`config.mk`:
```
export PLATFORM = sky130hd
export DESIGN_NAME = bottle_fill_ctrl
export DESIGN_NICKNAME = d
export VERILOG_FILES = /design/src/rtl/bottle_fill_ctrl.sv
export SDC_FILE = /design/constraint.sdc
export NUM_CORES = 1
export LEC_CHECK = 0
export ABC_AREA = 1
export BUFFER_PORTS_ARGS = -buffer_cell sky130_fd_sc_hd__buf_2
export CORE_UTILIZATION = 49
export CTS_CLUSTER_DIAMETER = 100
export DETAILED_ROUTE_END_ITERATION = 16
export GPL_TIMING_DRIVEN = 0
export PLACE_DENSITY = 0.75
export SLEW_MARGIN = 5
export SYNTH_ARGS = -nofsm -noshare
export SYNTH_HDL_FRONTEND = slang
export SYNTH_SLANG_ARGS = --single-unit
```
`constraint.sdc`:
```
create_clock -name CLK -period 1.3 [get_ports CLK]
set_input_delay 0.13 -clock CLK [delete_from_list [all_inputs] [get_ports CLK]]
set_output_delay 0.13 -clock CLK [all_outputs]
set_load 0.1 [all_outputs]
```
`src/rtl/bottle_fill_ctrl.sv`:
```
// Bottle filling controller: keypad entry of pill/bottle targets, run/pause/swap
// sequencing and the dispense strobe divider.
module bottle_fill_ctrl #(
  parameter int PILL_DIV = 4,
  parameter int SWAP_CYC = 8
) (
  input  logic       CLK,
  input  logic       RST_n,
  input  logic       btn_start,
  input  logic       btn_pause,
  input  logic       btn_set,
  input  logic       digit_valid,
  input  logic [3:0] digit,
  input  logic       bottle_done,
  input  logic       all_full,
  output logic [3:0] pill_l,
  output logic [3:0] pill_h,
  output logic [3:0] bot_l,
  output logic [3:0] bot_h,
  output logic       is_work,
  output logic       en_work,
  output logic       en_set,
  output logic       pill_pulse,
  output logic [2:0] state,
  output logic       alarm
);

  typedef enum logic [2:0] {
    S_IDLE     = 3'd0,
    S_SET_PILL = 3'd1,
    S_SET_BOT  = 3'd2,
    S_RUN      = 3'd3,
    S_PAUSE    = 3'd4,
    S_SWAP     = 3'd5,
    S_DONE     = 3'd6
  } state_e;

  localparam logic [7:0] DIV_MAX   = 8'(PILL_DIV);
  localparam logic [7:0] SWAP_LAST = 8'(SWAP_CYC - 1);

  state_e     state_q, state_d;
  logic [3:0] pill_l_q, pill_l_d, pill_h_q, pill_h_d;
  logic [3:0] bot_l_q, bot_l_d, bot_h_q, bot_h_d;
  logic [7:0] div_q, div_d;
  logic [7:0] swap_q, swap_d;
  logic       is_work_q, is_work_d, en_work_q, en_work_d;
  logic       en_set_q, en_set_d, alarm_q, alarm_d;

  logic pill_nz, bot_nz, run_evt, digit_ok;

  assign pill_nz  = {pill_h_q, pill_l_q} != 8'd0;
  assign bot_nz   = {bot_h_q, bot_l_q} != 8'd0;
  assign run_evt  = all_full | bottle_done | btn_pause;
  assign digit_ok = digit_valid && (digit <= 4'd9);

  always_ff @(posedge CLK or negedge RST_n) begin
    if (!RST_n) begin
      state_q   <= S_IDLE;
      pill_l_q  <= 4'd0;
      pill_h_q  <= 4'd0;
      bot_l_q   <= 4'd0;
      bot_h_q   <= 4'd0;
      div_q     <= 8'd0;
      swap_q    <= 8'd0;
      is_work_q <= 1'b0;
      en_work_q <= 1'b0;
      en_set_q  <= 1'b0;
      alarm_q   <= 1'b0;
    end else begin
      state_q   <= state_d;
      pill_l_q  <= pill_l_d;
      pill_h_q  <= pill_h_d;
      bot_l_q   <= bot_l_d;
      bot_h_q   <= bot_h_d;
      div_q     <= div_d;
      swap_q    <= swap_d;
      is_work_q <= is_work_d;
      en_work_q <= en_work_d;
      en_set_q  <= en_set_d;
      alarm_q   <= alarm_d;
    end
  end

  always_comb begin
    state_d = state_q;
    case (state_q)
      S_IDLE: begin
        if (btn_set) state_d = S_SET_PILL;
        else if (btn_start && pill_nz && bot_nz) state_d = S_RUN;
      end
      S_SET_PILL: if (btn_set && pill_nz) state_d = S_SET_BOT;
      S_SET_BOT:  if (btn_set && bot_nz) state_d = S_IDLE;
      S_RUN: begin
        if (all_full) state_d = S_DONE;
        else if (bottle_done) state_d = S_SWAP;
        else if (btn_pause) state_d = S_PAUSE;
      end
      S_PAUSE: begin
        if (all_full) state_d = S_DONE;
        else if (btn_start) state_d = S_RUN;
      end
      S_SWAP: begin
        if (all_full) state_d = S_DONE;
        else if (swap_q == SWAP_LAST) state_d = S_RUN;
      end
      S_DONE: if (btn_start) state_d = S_IDLE;
      default: state_d = S_IDLE;
    endcase
  end

  // Counters only advance while staying in their state, so every entry starts from zero.
  always_comb begin
    div_d    = 8'd0;
    swap_d   = 8'd0;
    pill_l_d = pill_l_q;
    pill_h_d = pill_h_q;
    bot_l_d  = bot_l_q;
    bot_h_d  = bot_h_q;
    if (state_q == S_RUN && state_d == S_RUN)
      div_d = (div_q == DIV_MAX) ? 8'd1 : div_q + 8'd1;
    if (state_q == S_SWAP && state_d == S_SWAP)
      swap_d = swap_q + 8'd1;
    if (state_q == S_SET_PILL && digit_ok) begin
      pill_h_d = pill_l_q;
      pill_l_d = digit;
    end
    if (state_q == S_SET_BOT && digit_ok) begin
      bot_h_d = bot_l_q;
      bot_l_d = digit;
    end
  end

  always_comb begin
    is_work_d  = (state_d == S_RUN) || (state_d == S_SWAP);
    en_work_d  = (state_d == S_RUN) || (state_d == S_SWAP) ||
                 (state_d == S_PAUSE) || (state_d == S_DONE);
    en_set_d   = (state_d == S_SET_PILL) || (state_d == S_SET_BOT);
    alarm_d    = (state_d == S_DONE);
    pill_pulse = (state_q == S_RUN) && (div_q == DIV_MAX) && !run_evt;
  end

  assign state   = state_q;
  assign pill_l  = pill_l_q;
  assign pill_h  = pill_h_q;
  assign bot_l   = bot_l_q;
  assign bot_h   = bot_h_q;
  assign is_work = is_work_q;
  assign en_work = en_work_q;
  assign en_set  = en_set_q;
  assign alarm   = alarm_q;

endmodule

```
==> metrics <==
syn_nets 244; Slew @ Worst Pin 0.526 ns; DR vias/cell 5.31; critical path class flip-flop to flip-flop; share of cells above drive strength 1 0.554; Gate Count Post-Synth 229; per-cell routed wire length 15.0 um; Max Cap Viol 0; FF+latch count, synth 39; leakage power 1.43 nW; Buf+Inv Stages, Crit Path 1; post-synthesis sequential area ratio 0.506; die height 64.8 um; setup tns final -9.78 ns; asr flop ratio synth 1.00; Clock Tree Buf Depth 2; vias in the first global route 1,828; H-tree depth 2; total track usage 0.258; Worst-Skew Late Latency 0.30 ns; CTS Buf Count 5; CP max stage delay 0.54 ns; Main synth FF type dfrtp_1; DP HPWL 2.83 mm; Routed Wire Length 5.40 mm; min Tclk post-route 1.75 ns; Top delay family on crit path simple AND/OR/NAND/NOR gates; Row Count 22; die area 4190 um^2; Max FO, Critical Path 8; Worst Hold Depth 3; WP depth 9; unrepaired setup endpoints after global routing yes; Critical Path AT 1.98 ns; Yosys cell types 27; total power per unit cell area 2610 nW/um^2; clock tree sinks 39; Setup crit end kind flip-flop; Max Fclk 571 MHz; Layout Skew 0.00562 ns; worst setup margin -0.451 ns; yosys warns 0; startpoint class of the critical path flip-flop; Iter 0 DRT Violations 139; FF-to-FF path depth 9; IO Count 36; area grow syn2layout 54.7%; core area 3720 um^2; Final period util 1.35; initial core utilization 0.519; Slew HR 0.649; Yosys top cell by area dfrtp_1; CP Cell Sequence inv_6 -> nand3_1 -> nand2_1 -> nand3_2 -> nor2_1 -> nand2_1 -> nor2_4 -> nand4_4 -> nor2_1; status finished, violations left; placed cells 312; Synth Cell Area 1930 um^2; share of the synthesized area in the top cell type 0.506; clock-pin slew on the worst setup and hold paths 0.07 ns; nets@finish 326; largest net degree at the start of global routing 40; initial antenna violation count 0; Post-synth EDFFs 0; total number of vias 1,910; Worst EP required 1.53 ns; DRC 0; GRT overflow 0; failing checks negative setup slack; endpoints failing setup 40; CTS Root Cell clkbuf_8; final max-slew violation count 0; Die X 64.8 um; final non-filler cell total 360; synth top area cells dfrtp_1, nand2_1, nor2_1; I/O Buffers 35; Final Power 7.79 mW; Antenna Cells 0; post-route antenna net violation count 0; final hold vios 0; worst vdd ir 0.00277 V; global-route wire length before repair 8.07 mm; type of the worst min-delay path input pin to flip-flop; top cells by instance count after synthesis dfrtp_1, nand2_1, nor2_1; DRT Pass-1 Iters 4; Final GP Congestion 0.852; Avg Synthesized Cell Area 8.43 um^2; CTS tree done; CP max stage cell dfrtp_4
-- cells by family (layout without fill, tap and decap cells) --
group	after synthesis	after routing	synth area share
AND/OR/NAND/NOR	116	116	0.278
flip-flops	39	39	0.506
buffers and inverters	36	119	0.0726
AO/OA/AOI/OAI	23	23	0.0603
XOR/XNOR	8	8	0.0363
multiplexers	4	4	0.0272
adder cells (fa/ha/maj)	3	3	0.0195
-- flip-flops by register name, indices dropped and copies added (netlist names) --
register / count
en_work: 1
pill_l: 4
bot_h: 4
pill_h: 4
swap_q: 8
div_q: 8
bot_l: 4
alarm: 1
is_work: 1
state: 3
en_set: 1
-- through the flow --
stage	hold slack (ns)	cell area (um^2)	utilization	setup WS, ns
floorplan	-0.166	1990	-	-0.579
global placement	0.290	2220	0.599	-0.552
detailed placement	0.299	2220	0.599	-0.559
CTS	0.0979	2730	0.735	-0.371
global route	0.110	2990	0.803	-0.533
finish	0.0996	2990	0.803	-0.451
-- timing repair --
action / CTS / global route
hold endpoints to repair: 39 / 0
gates cloned: 1 / 1
setup endpoints to repair: 42 / 45
hold buffers: 1 / 0
setup buffers: 36 / 11
pin swaps: 28 / 20
gates resized for setup: 55 / 65
-- cell usage in the layout (no fill, tap or decap), drive strengths merged --
master        n
clkbuf       13
xnor2         2
nor4          1
dlygate4sd3   1
a31oi         1
nor2         37
mux2          4
ha            3
nor3b         2
nand2        40
nand3        18
xor2          6
inv          32
buf          71
dfrtp        39
o21ai        17
nand3b        3
nand4         6
clkinv        2
nor3          9
a21oi         5
-- worst reg2reg max path, stage by stage, from the launching register on --
cell and delay (ns):
dfrtp_4 0.54, inv_6 0.12, nand3_1 0.09, nand2_1 0.10
nand3_2 0.07, nor2_1 0.11, nand2_1 0.11, nor2_4 0.17
nand4_4 0.21, nor2_1 0.16
-- routing by layer --
layer	up-vias	routed length [um]	part of all wire	global-route usage
li1	907	-	-	-
met1	932	2180	0.40	0.292
met2	54	2850	0.53	0.444
met3	17	215	0.040	0.0599
met4	0	149	0.028	0.144
met5	-	0	0	0
-- cell type report --
cell class / count / area [um^2]
multi-input combinational: 154 / 1080
fill: 230 / 731
clock inverter: 1 / 5.00
sequential: 39 / 1010
buffer: 3 / 40.0
timing repair buffer: 75 / 569
tap: 48 / 60.1
clock buffer: 7 / 86.3
inverter: 33 / 131
-- final timing paths --
| path | start | to | slack [ns] |
|---|---|---|---|
| worst max-delay path | state[1] | swap_q[7] | -0.45 |
| worst min-delay path | digit[1] | bot_l[1] | 0.1 |
| worst max register to register | state[1] | swap_q[7] | -0.45 |
| worst min register to register | pill_h[0] | pill_h[0] | 0.51 |
| max in group asynchronous | RST_n | state[1] | 0.52 |
| min in group asynchronous | RST_n | pill_l[0] | 0.37 |
-- where the power goes --
| part | internal [mW] | switching, mW |
|---|---|---|
| registers | 1.62 | 0.334 |
| clock network | 0.428 | 0.431 |
| logic | 1.30 | 3.68 |
| total | 3.35 | 4.45 |
(Power assumes the default switching activity.)
